**src/rtl/iec_line_filter_pkg.sv**
```systemverilog
// Shared definitions for the IEC serial-bus input conditioner: channel map,
// idle level, per-sample event encoding and the counter-width helper.
package iec_pkg;

    localparam int IEC_DATA     = 0;
    localparam int IEC_CLK      = 1;
    localparam int IEC_ATN      = 2;
    localparam int IEC_CHANNELS = 3;

    // The bus idles high, so every line comes out of reset released.
    localparam logic [IEC_CHANNELS-1:0] IEC_IDLE = '1;

    typedef enum logic [1:0] {
        EV_NONE,
        EV_RISE,
        EV_FALL,
        EV_GLITCH
    } iec_event_e;

    function automatic int cnt_width(input int stable);
        return (stable > 1) ? $clog2(stable) : 1;
    endfunction

endpackage

```
**src/rtl/iec_line_filter_if.sv**
```systemverilog
// Line-side bundle of the input conditioner; the filter is the slave, the
// drive logic (or a bench) is the master.
interface iec_line_filter_if
    import iec_pkg::*;
#(
    parameter int CHANNELS = IEC_CHANNELS,
    parameter int GCNT_W   = 16
) ();

    logic                sample_en;
    logic [CHANNELS-1:0] bypass;
    logic [CHANNELS-1:0] din;
    logic                glitch_clr;
    logic [CHANNELS-1:0] dout;
    logic [CHANNELS-1:0] rise;
    logic [CHANNELS-1:0] fall;
    logic [CHANNELS-1:0] glitch;
    logic [GCNT_W-1:0]   glitch_cnt;

    modport master (
        output sample_en, bypass, din, glitch_clr,
        input  dout, rise, fall, glitch, glitch_cnt
    );

    modport slave (
        input  sample_en, bypass, din, glitch_clr,
        output dout, rise, fall, glitch, glitch_cnt
    );

endinterface

```
**src/rtl/iec_line_filter_ch.sv**
```systemverilog
// One line: synchroniser chain, stability counter and registered
// rise/fall/glitch strobes.
module iec_line_filter_ch
    import iec_pkg::*;
#(
    parameter int   SYNC_STAGES = 2,
    parameter int   STABLE      = 2,
    parameter logic RESET_VAL   = 1'b1
) (
    input  logic clk,
    input  logic reset_n,
    input  logic sample_en_i,
    input  logic bypass_i,
    input  logic din_i,
    output logic dout_o,
    output logic rise_o,
    output logic fall_o,
    output logic glitch_o
);

    localparam int            CW       = cnt_width(STABLE);
    localparam logic [CW-1:0] CNT_LAST = CW'(STABLE - 1);

    logic [SYNC_STAGES-1:0] sync_q;
    logic                   synced;
    logic [CW-1:0]          cnt_q, cnt_d;
    logic                   dout_q, dout_d;
    logic                   rise_q, fall_q, glitch_q;
    iec_event_e             ev_d;

    assign synced = sync_q[SYNC_STAGES-1];

    always_comb begin
        // NOTE: defaults first, so every path assigns every output and no latch is inferred.
        cnt_d  = cnt_q;
        dout_d = dout_q;
        ev_d   = EV_NONE;
        if (bypass_i) begin
            cnt_d = '0;
            if (sample_en_i && (synced != dout_q)) begin
                dout_d = synced;
                ev_d   = synced ? EV_RISE : EV_FALL;
            end
        end else if (sample_en_i) begin
            if (synced == dout_q) begin
                if (cnt_q != '0) begin
                    cnt_d = '0;
                    ev_d  = EV_GLITCH;
                end
            end else if (cnt_q == CNT_LAST) begin
                dout_d = synced;
                cnt_d  = '0;
                ev_d   = synced ? EV_RISE : EV_FALL;
            end else begin
                cnt_d = cnt_q + CW'(1);
            end
        end
    end

    always_ff @(posedge clk or negedge reset_n) begin
        if (!reset_n) begin
            // NOTE: the synchroniser is reset to the idle level too, so release never fabricates an edge.
            sync_q   <= {SYNC_STAGES{RESET_VAL}};
            cnt_q    <= '0;
            dout_q   <= RESET_VAL;
            rise_q   <= 1'b0;
            fall_q   <= 1'b0;
            glitch_q <= 1'b0;
        end else begin
            // NOTE: non-blocking assignments make each stage take its neighbour's pre-edge value.
            sync_q   <= {sync_q[SYNC_STAGES-2:0], din_i};
            cnt_q    <= cnt_d;
            dout_q   <= dout_d;
            rise_q   <= (ev_d == EV_RISE);
            fall_q   <= (ev_d == EV_FALL);
            glitch_q <= (ev_d == EV_GLITCH);
        end
    end

    assign dout_o   = dout_q;
    assign rise_o   = rise_q;
    assign fall_o   = fall_q;
    assign glitch_o = glitch_q;

endmodule

```
**src/rtl/iec_line_filter.sv**
```systemverilog
// Multi-channel IEC line conditioner: one filter per line plus a saturating
// total of aborted changes across all lines.
module iec_line_filter
    import iec_pkg::*;
#(
    parameter int                  CHANNELS    = IEC_CHANNELS,
    parameter int                  SYNC_STAGES = 2,
    parameter int                  STABLE      = 2,
    parameter logic [CHANNELS-1:0] RESET_VAL   = IEC_IDLE,
    parameter int                  GCNT_W      = 16
) (
    input  logic               clk,
    input  logic               reset_n,
    iec_line_filter_if.slave   bus
);

    localparam int             PW      = $clog2(CHANNELS + 1);
    localparam int             SW      = GCNT_W + PW;
    localparam logic [SW-1:0]  CNT_MAX = SW'({GCNT_W{1'b1}});

    logic [CHANNELS-1:0] dout, rise, fall, glitch;
    logic [SW-1:0]       pop, sum;
    logic [GCNT_W-1:0]   glitch_cnt_q, glitch_cnt_d;

    for (genvar i = 0; i < CHANNELS; i++) begin : g_ch
        iec_line_filter_ch #(
            .SYNC_STAGES (SYNC_STAGES),
            .STABLE      (STABLE),
            .RESET_VAL   (RESET_VAL[i])
        ) u_ch (
            .clk         (clk),
            .reset_n     (reset_n),
            .sample_en_i (bus.sample_en),
            .bypass_i    (bus.bypass[i]),
            .din_i       (bus.din[i]),
            .dout_o      (dout[i]),
            .rise_o      (rise[i]),
            .fall_o      (fall[i]),
            .glitch_o    (glitch[i])
        );
    end

    // A clear drops history but still counts the glitches visible this cycle.
    always_comb begin
        pop = '0;
        for (int i = 0; i < CHANNELS; i++) begin
            pop = pop + SW'(glitch[i]);
        end
        sum          = bus.glitch_clr ? pop : (SW'(glitch_cnt_q) + pop);
        glitch_cnt_d = (sum > CNT_MAX) ? {GCNT_W{1'b1}} : sum[GCNT_W-1:0];
    end

    always_ff @(posedge clk or negedge reset_n) begin
        if (!reset_n) begin
            glitch_cnt_q <= '0;
        end else begin
            glitch_cnt_q <= glitch_cnt_d;
        end
    end

    assign bus.dout       = dout;
    assign bus.rise       = rise;
    assign bus.fall       = fall;
    assign bus.glitch     = glitch;
    assign bus.glitch_cnt = glitch_cnt_q;

endmodule

```
**src/flat_wrapper.sv**
```systemverilog
// flat-port wrapper written by rule: the top's interface ports become plain ports
module iec_line_filter_flat import iec_pkg::*;
#(
    parameter int                  CHANNELS    = IEC_CHANNELS,
    parameter int                  SYNC_STAGES = 2,
    parameter int                  STABLE      = 2,
    parameter logic [CHANNELS-1:0] RESET_VAL   = IEC_IDLE,
    parameter int                  GCNT_W      = 16
)
  (clk, reset_n, bus_sample_en, bus_bypass, bus_din, bus_glitch_clr, bus_dout, bus_rise, bus_fall, bus_glitch, bus_glitch_cnt);
  iec_line_filter_if #(.CHANNELS(CHANNELS), .GCNT_W(GCNT_W)) bus_i ();
  input  logic clk;
  input  logic reset_n;
  input wire logic [$bits(bus_i.sample_en)-1:0] bus_sample_en;
  input wire logic [$bits(bus_i.bypass)-1:0] bus_bypass;
  input wire logic [$bits(bus_i.din)-1:0] bus_din;
  input wire logic [$bits(bus_i.glitch_clr)-1:0] bus_glitch_clr;
  output wire logic [$bits(bus_i.dout)-1:0] bus_dout;
  output wire logic [$bits(bus_i.rise)-1:0] bus_rise;
  output wire logic [$bits(bus_i.fall)-1:0] bus_fall;
  output wire logic [$bits(bus_i.glitch)-1:0] bus_glitch;
  output wire logic [$bits(bus_i.glitch_cnt)-1:0] bus_glitch_cnt;
  assign bus_i.sample_en = bus_sample_en;
  assign bus_i.bypass = bus_bypass;
  assign bus_i.din = bus_din;
  assign bus_i.glitch_clr = bus_glitch_clr;
  assign bus_dout = bus_i.dout;
  assign bus_rise = bus_i.rise;
  assign bus_fall = bus_i.fall;
  assign bus_glitch = bus_i.glitch;
  assign bus_glitch_cnt = bus_i.glitch_cnt;
  iec_line_filter #(.CHANNELS(CHANNELS), .SYNC_STAGES(SYNC_STAGES), .STABLE(STABLE), .RESET_VAL(RESET_VAL), .GCNT_W(GCNT_W)) u_core (.clk(clk), .reset_n(reset_n), .bus(bus_i));
endmodule
```
**config.mk**
```make
export PLATFORM = sky130hd
export DESIGN_NAME = iec_line_filter_flat
export DESIGN_NICKNAME = d
export VERILOG_FILES = /design/src/rtl/iec_line_filter_pkg.sv /design/src/rtl/iec_line_filter_if.sv /design/src/rtl/iec_line_filter_ch.sv /design/src/rtl/iec_line_filter.sv /design/src/flat_wrapper.sv
export SDC_FILE = /design/constraint.sdc
export NUM_CORES = 1
export LEC_CHECK = 0
export ABC_AREA = 1
export BUFFER_PORTS_ARGS = -buffer_cell sky130_fd_sc_hd__buf_2
export CORE_MARGIN = 2
export CORE_UTILIZATION = 40
export CTS_CLUSTER_DIAMETER = 100
export DETAILED_ROUTE_END_ITERATION = 7
export PLACE_DENSITY = 0.67
export REMOVE_ABC_BUFFERS = 1
export SYNTH_ARGS = -nofsm -noshare
export SYNTH_HDL_FRONTEND = slang
export SYNTH_SLANG_ARGS = --single-unit
```
**constraint.sdc**
```tcl
create_clock -name clk -period 2.2 [get_ports clk]
set_input_delay 0.22 -clock clk [delete_from_list [all_inputs] [get_ports clk]]
set_output_delay 0.22 -clock clk [all_outputs]
set_load 0.005 [all_outputs]
```
==> impl_metrics.ini, run 1 <==
[outcome]
status = complete, but fails checks
violations = setup timing

[timing]
finalCritPeriodShare = 1.04
hold_viol = 0
fmax_ghz = 0.436
maxSlewHeadroom = 0.454
finalSetupViolations = 16
fin_skew_ns = 0.00382
max_slew.worst_pin.slew_ns = 0.818
fin_crit_ns = 2.30
whs_ns = 0.0214
grt_setup_unrepaired = yes
timing.final.ws_setup_ns = -0.0951
slew_viol_final = 0

[pwr]
p_per_area_nw_per_um2 = 640
p_leak_nw = 1.40
vdd_drop_max_v = 0.000590
power_w = 0.00153

[clock_network]
cts_sinks = 37
cts.reportedPaths.clkPinSlew_ns = 0.07
cts_max_path_buffers = 2
clk_latency_ns = 0.29
cts_buffers = 5
cts_hold_buf = 0
htreeDepth = 2
tritoncts = yes
root_buffer = clkbuf_8

[route]
ant_nets = 0
totalWireLength_um = 4130
drc = 0
vias = 1623
wire_per_inst_um = 12.3
first_pass_iters = 4
dr.first_iter.drc_count = 76
via_per_inst = 4.82

[worst_setup_path]
required_ns = 2.41
crit_type = register to register
crit_arrival_ns = 2.51
cp_max_fo = 8
worstRegToRegCells = 9
cp-end-kind = register
r2r_start = u_core.g_ch[2].u_ch.glitch_o$_DFF_PN0_
r2r_setup_slack_ns = -0.1
regToRegEndpoint = u_core.bus.glitch_cnt[7]$_DFF_PN0_
startpoint_type = register

[logic_synthesis]
netlist_instances = 231
synth_top_area_share = 0.344
yosysTopAreaCell = dfrtp_1
synthDistinctLibCells = 33
yosys_warnings = 0
synthArstFlopShare = 1.00
yosysSeqAreaShare = 0.460
synth_edf_count = 0
yosys_most_used_dff = dfrtp_1
netlist_area_um2 = 2040
synthTopCellsByCount = nand2_1, inv_1, dfrtp_1
synth_seq_cells = 37
synth_area_leaders = dfrtp_1, dfstp_2, nand2_1, inv_1, nor2_1
avgSynthCellArea_um2 = 8.81
synth.most_common_cell = nand2_1

[flow_run]
drv_cap = 0

[grt]
grt_max_degree = 38
grt_first_pass_wirelength_um = 6990
overflow = 0
grtUsageTotal = 0.161
antenna_found_initial = 0
grt_pass1_vias = 1578

[placed_design]
dpl.hpwl_um = 2930
gp_congestion = 0.776
io_buffers = 37

[floorplanning]
dieArea_um2 = 5680
initial_core_util = 0.423
die_w_um = 75.3
core_area_um2 = 4820
num_rows = 25
chipHeight_um = 75.3
io_pins = 38

[final_layout]
multi_input_area_um2 = 900
final_nets = 287
n_fill_cell = 490
syn_to_final_growth_pct = 17.1
final-seq-area_um2 = 937
drive_gt1_frac = 0.333
num_antenna_cells = 0
fin_util = 0.495

[min_path]
hp-class = primary input to async pin
==> worst max-delay path, stage by stage, from the launching register on <==
cell and delay (ns):
dfrtp_1 0.40, fa_1 0.58, ha_2 0.19, inv_2 0.04, fa_2 0.36, nand2_4 0.09
nand2_4 0.08, nor2_8 0.15, nand4_4 0.17, o21ai_1 0.17
==> worst max path at each step <==
stage               slack [ns]  cells past startpoint                                 end                                   start
floorplan                -0.09                      9  u_core.bus.glitch_cnt[0]$_DFF_PN0_  u_core.g_ch[2].u_ch.glitch_o$_DFF_PN0_
global placement         -0.15                      9  u_core.bus.glitch_cnt[5]$_DFF_PN0_  u_core.g_ch[2].u_ch.glitch_o$_DFF_PN0_
detailed placement       -0.24                      9  u_core.bus.glitch_cnt[7]$_DFF_PN0_  u_core.g_ch[2].u_ch.glitch_o$_DFF_PN0_
CTS                      -0.09                      9  u_core.bus.glitch_cnt[4]$_DFF_PN0_  u_core.g_ch[2].u_ch.glitch_o$_DFF_PN0_
global route             -0.21                      9  u_core.bus.glitch_cnt[7]$_DFF_PN0_  u_core.g_ch[2].u_ch.glitch_o$_DFF_PN0_
finish                    -0.1                      9  u_core.bus.glitch_cnt[7]$_DFF_PN0_  u_core.g_ch[2].u_ch.glitch_o$_DFF_PN0_
==> stage by stage <==
step | setup WS [ns] | cells | area [um2] | setup TNS [ns]
finish | -0.0951 | 337 | 2380 | -0.961
global route | -0.207 | 337 | 2380 | -2.94
CTS | -0.0944 | 337 | 2370 | -1.11
detailed placement | -0.240 | 327 | 2240 | -3.44
global placement | -0.149 | 327 | 2240 | -2.04
floorplan | -0.0907 | 216 | 1920 | -1.23
==> cells by family (layout without fill, tap and decap cells) <==
family	Yosys count	after routing	synth area share
AO/OA/AOI/OAI	28	28	0.0854
adder cells (fa/ha/maj)	8	8	0.0565
AND/OR/NAND/NOR	107	108	0.271
XOR/XNOR	1	1	0.00430
buffers and inverters	50	88	0.122
flip-flops	37	37	0.460
==> routing by layer <==
layer	wire, um	share of wire	track usage
met5	0	0	0
met4	49	0.012	0.0702
met3	239	0.058	0.0397
met2	1990	0.48	0.263
met1	1850	0.45	0.204
==> final cells by class <==
cell class / count / share of cell area
tap: 67 / 0.0352
multi-input combinational: 145 / 0.377
clock buffer: 5 / 0.0289
clock inverter: 3 / 0.00735
timing repair buffer: 45 / 0.103
inverter: 35 / 0.0551
sequential: 37 / 0.393
==> timing repair <==
item / 4_1_cts / 5_1_grt
endpoints found under the setup margin: 16 / 16
pin swaps: 6 / 2
buffers inserted: 1 / 0
gates resized for setup: 9 / 4
gates cloned: 1 / 0
==> power breakdown <==
group          internal [W]  switching, W  total [W]
logic              0.000103      0.000146   0.000249
registers          0.000764     0.0000437   0.000808
clock network      0.000219      0.000252   0.000470
total               0.00109      0.000441    0.00153
==> registers in the layout (all words and copies together) (netlist names) <==
register and flops:
u_core.g_ch.u_ch.rise_o 3, u_core.bus.glitch_cnt 16, u_core.g_ch.u_ch.glitch_o 3, u_core.g_ch.u_ch.cnt_q 3, u_core.g_ch.u_ch.sync_q 6, u_core.g_ch.u_ch.fall_o 3
u_core.g_ch.u_ch.dout_o 3
==> placed cells by master (no fill, tap or decap), drive strengths merged <==
cell type	instances
nand2	53
buf	45
inv	35
nor2	30
dfrtp	28
o21ai	14
nand3	12
dfstp	9
a21oi	7
nand4	7
ha	6
clkbuf	5
nor4	3
o21a	3
nor3	3
clkinv	2
fa	2
a31oi	1
o21bai	1
o31ai	1
xor2	1
o211ai	1
clkinvlp	1
Power figures use the tool's default switching activity.
==> inputs of run 2 (changes only) <==
ABC_AREA = 0   (was 1)
==> impl_metrics.ini, run 2 <==
[floorplanning]
io_pins = 38
die_w_um = 73.1
num_rows = 25
core_area_um2 = 4660
initial_core_util = 0.410
dieArea_um2 = 5340
chipHeight_um = 73.1

[logic_synthesis]
netlist_area_um2 = 1910
synthDistinctLibCells = 41
yosys_warnings = 0
synthArstFlopShare = 1.00
yosysSeqAreaShare = 0.491
yosysTopAreaCell = dfrtp_1
synthTopCellsByCount = dfrtp_1, nand2_1, buf_4
netlist_instances = 166
avgSynthCellArea_um2 = 11.5
synth_edf_count = 0
synth_area_leaders = dfrtp_1, dfstp_2, buf_4, xnor2_1, ha_1
synth.most_common_cell = dfrtp_1
synth_seq_cells = 37
synth_top_area_share = 0.367
yosys_most_used_dff = dfrtp_1

[clock_network]
cts_max_path_buffers = 2
tritoncts = yes
cts.reportedPaths.clkPinSlew_ns = 0.07
root_buffer = clkbuf_8
htreeDepth = 2
cts_sinks = 37
cts_buffers = 5
clk_latency_ns = 0.29
cts_hold_buf = 0

[timing]
finalCritPeriodShare = 1.13
whs_ns = 0.00175
grt_setup_unrepaired = yes
slew_viol_final = 0
max_slew.worst_pin.slew_ns = 0.785
maxSlewHeadroom = 0.477
finalSetupViolations = 16
fmax_ghz = 0.401
fin_crit_ns = 2.50
hold_viol = 0
timing.final.ws_setup_ns = -0.295
fin_skew_ns = 0.00334

[final_layout]
layout_commonest_cell = buf_2
final_nets = 226
multi_input_area_um2 = 913
n_fill_cell = 421
syn_to_final_growth_pct = 21.5
largest_register_ffs = 16
num_antenna_cells = 0
drive_gt1_frac = 0.440
fin_util = 0.498
final-seq-area_um2 = 937
most-common-layout-cells = buf_2, dfrtp_1, nand2_1, buf_4, o21ai_1

[worst_setup_path]
crit_arrival_ns = 2.72
cp_max_fo = 6
crit_type = register to register
required_ns = 2.43
cp-end-kind = register
setup.worst_path.start = u_core.g_ch[2].u_ch.glitch_o$_DFF_PN0_
startpoint_type = register
r2r_start = u_core.g_ch[2].u_ch.glitch_o$_DFF_PN0_

[pwr]
vdd_drop_max_v = 0.000351
p_per_area_nw_per_um2 = 588
p_leak_nw = 1.17

[route]
first_pass_iters = 4
drc = 0
ant_nets = 0
dr.first_iter.drc_count = 38
totalWireLength_um = 3440
vias = 1321
via_per_inst = 5.02
wire_per_inst_um = 13.1

[grt]
overflow = 0
grtUsageTotal = 0.143
grt_max_degree = 38
grt_first_pass_wirelength_um = 5850
grt_pass1_vias = 1339
antenna_found_initial = 0

[placed_design]
io_buffers = 37
dpl_worst_slack_ns = -0.397
dpl.hpwl_um = 2410
gp_congestion = 0.772

[flow_run]
drv_cap = 0

[min_path]
hp-class = primary input to async pin

[outcome]
status = complete, but fails checks
violations = setup timing
## run 2: changes by cell type in the layout (fill, tap and decap cells not counted), sizes merged, moves of 4 or more
cell    before  now
nor2        30    5
xnor2        0    9
nand2       53   16
inv         35    5
mux2         0    4
a211oi       0    4
nor3b        0    7
nand3       12    6
buf         45   50
xor2         1    6
## run 2: path summary, 6_finish.rpt
path / endpoint / cells past startpoint / slack (ns)
max: u_core.bus.glitch_cnt[13]$_DFF_PN0_ / 10 / -0.30
min: u_core.bus.glitch_cnt[12]$_DFF_PN0_ / 1 / 0.002
max reg2reg: u_core.bus.glitch_cnt[13]$_DFF_PN0_ / 10 / -0.30
min reg2reg: u_core.g_ch[1].u_ch.sync_q[1]$_DFF_PN1_ / 0 / 0.36
max in group asynchronous: u_core.bus.glitch_cnt[1]$_DFF_PN0_ / 1 / 1.69
min in group clk: u_core.g_ch[0].u_ch.sync_q[0]$_DFF_PN1_ / 1 / 0.01
## run 2: logic make-up (layout without fill, tap and decap cells)
| family | after synthesis | count (layout) | synth area share |
|---|---|---|---|
| AOI/OAI and AO/OA | 26 | 26 | 0.0957 |
| xor gates and xnor gates | 15 | 15 | 0.0688 |
| adders and majority gates | 8 | 8 | 0.0603 |
| buffers and inverters | 21 | 63 | 0.0695 |
| DFF | 37 | 37 | 0.491 |
| muxes | 7 | 7 | 0.0393 |
| and+or+nand+nor | 52 | 53 | 0.176 |
## run 2: metrics by stage
stage	setup TNS, ns	power [W]	instances	instance area [um2]
global route	-5.72	0.00142	263	2320
finish	-3.84	0.00136	263	2320
floorplan	-3.57	0.000812	150	1800
global placement	-4.42	0.000875	250	2120
CTS	-3.94	0.00139	261	2250
detailed placement	-5.41	0.000879	250	2120
## run 2: cell type report
| cell class | count | area share |
|---|---|---|
| Multi-Input combinational cell | 109 | 0.394 |
| Clock inverter | 2 | 0.00593 |
| Inverter | 5 | 0.00809 |
| Sequential cell | 37 | 0.404 |
| Tap cell | 54 | 0.0291 |
| Timing Repair Buffer | 50 | 0.124 |
| Clock buffer | 6 | 0.0356 |
## run 2: metal layers
layer  part of all wire  routed length [um]  track usage  vias to the layer above
met5                  0                   0            0                        -
met4              0.016                  56       0.0658                        0
li1                   -                   -            -                      648
met2               0.50                1720        0.243                       38
met3              0.060                 207       0.0442                        6
met1               0.42                1460        0.164                      629
## run 2: what timing repair did
item	in CTS	in global routing
pin swaps	11	9
gates cloned	1	0
setup buffers	2	2
endpoints found under the setup margin	16	16
gates resized for setup	5	11
## run 2: report_power, final
part | internal [W] | switching, W
combinational | 0.0000548 | 0.0000593
sequential | 0.000724 | 0.0000259
clock | 0.000254 | 0.000247
## run 2: critical path, stage by stage, from the launching register on
cell and delay, ns:
dfrtp_1 0.40, fa_1 0.56, ha_2 0.19, inv_2 0.04, fa_2 0.33, a21bo_4 0.20
nand2_2 0.07, nor3_4 0.30, buf_6 0.16, nand2_8 0.07, o21ai_1 0.10
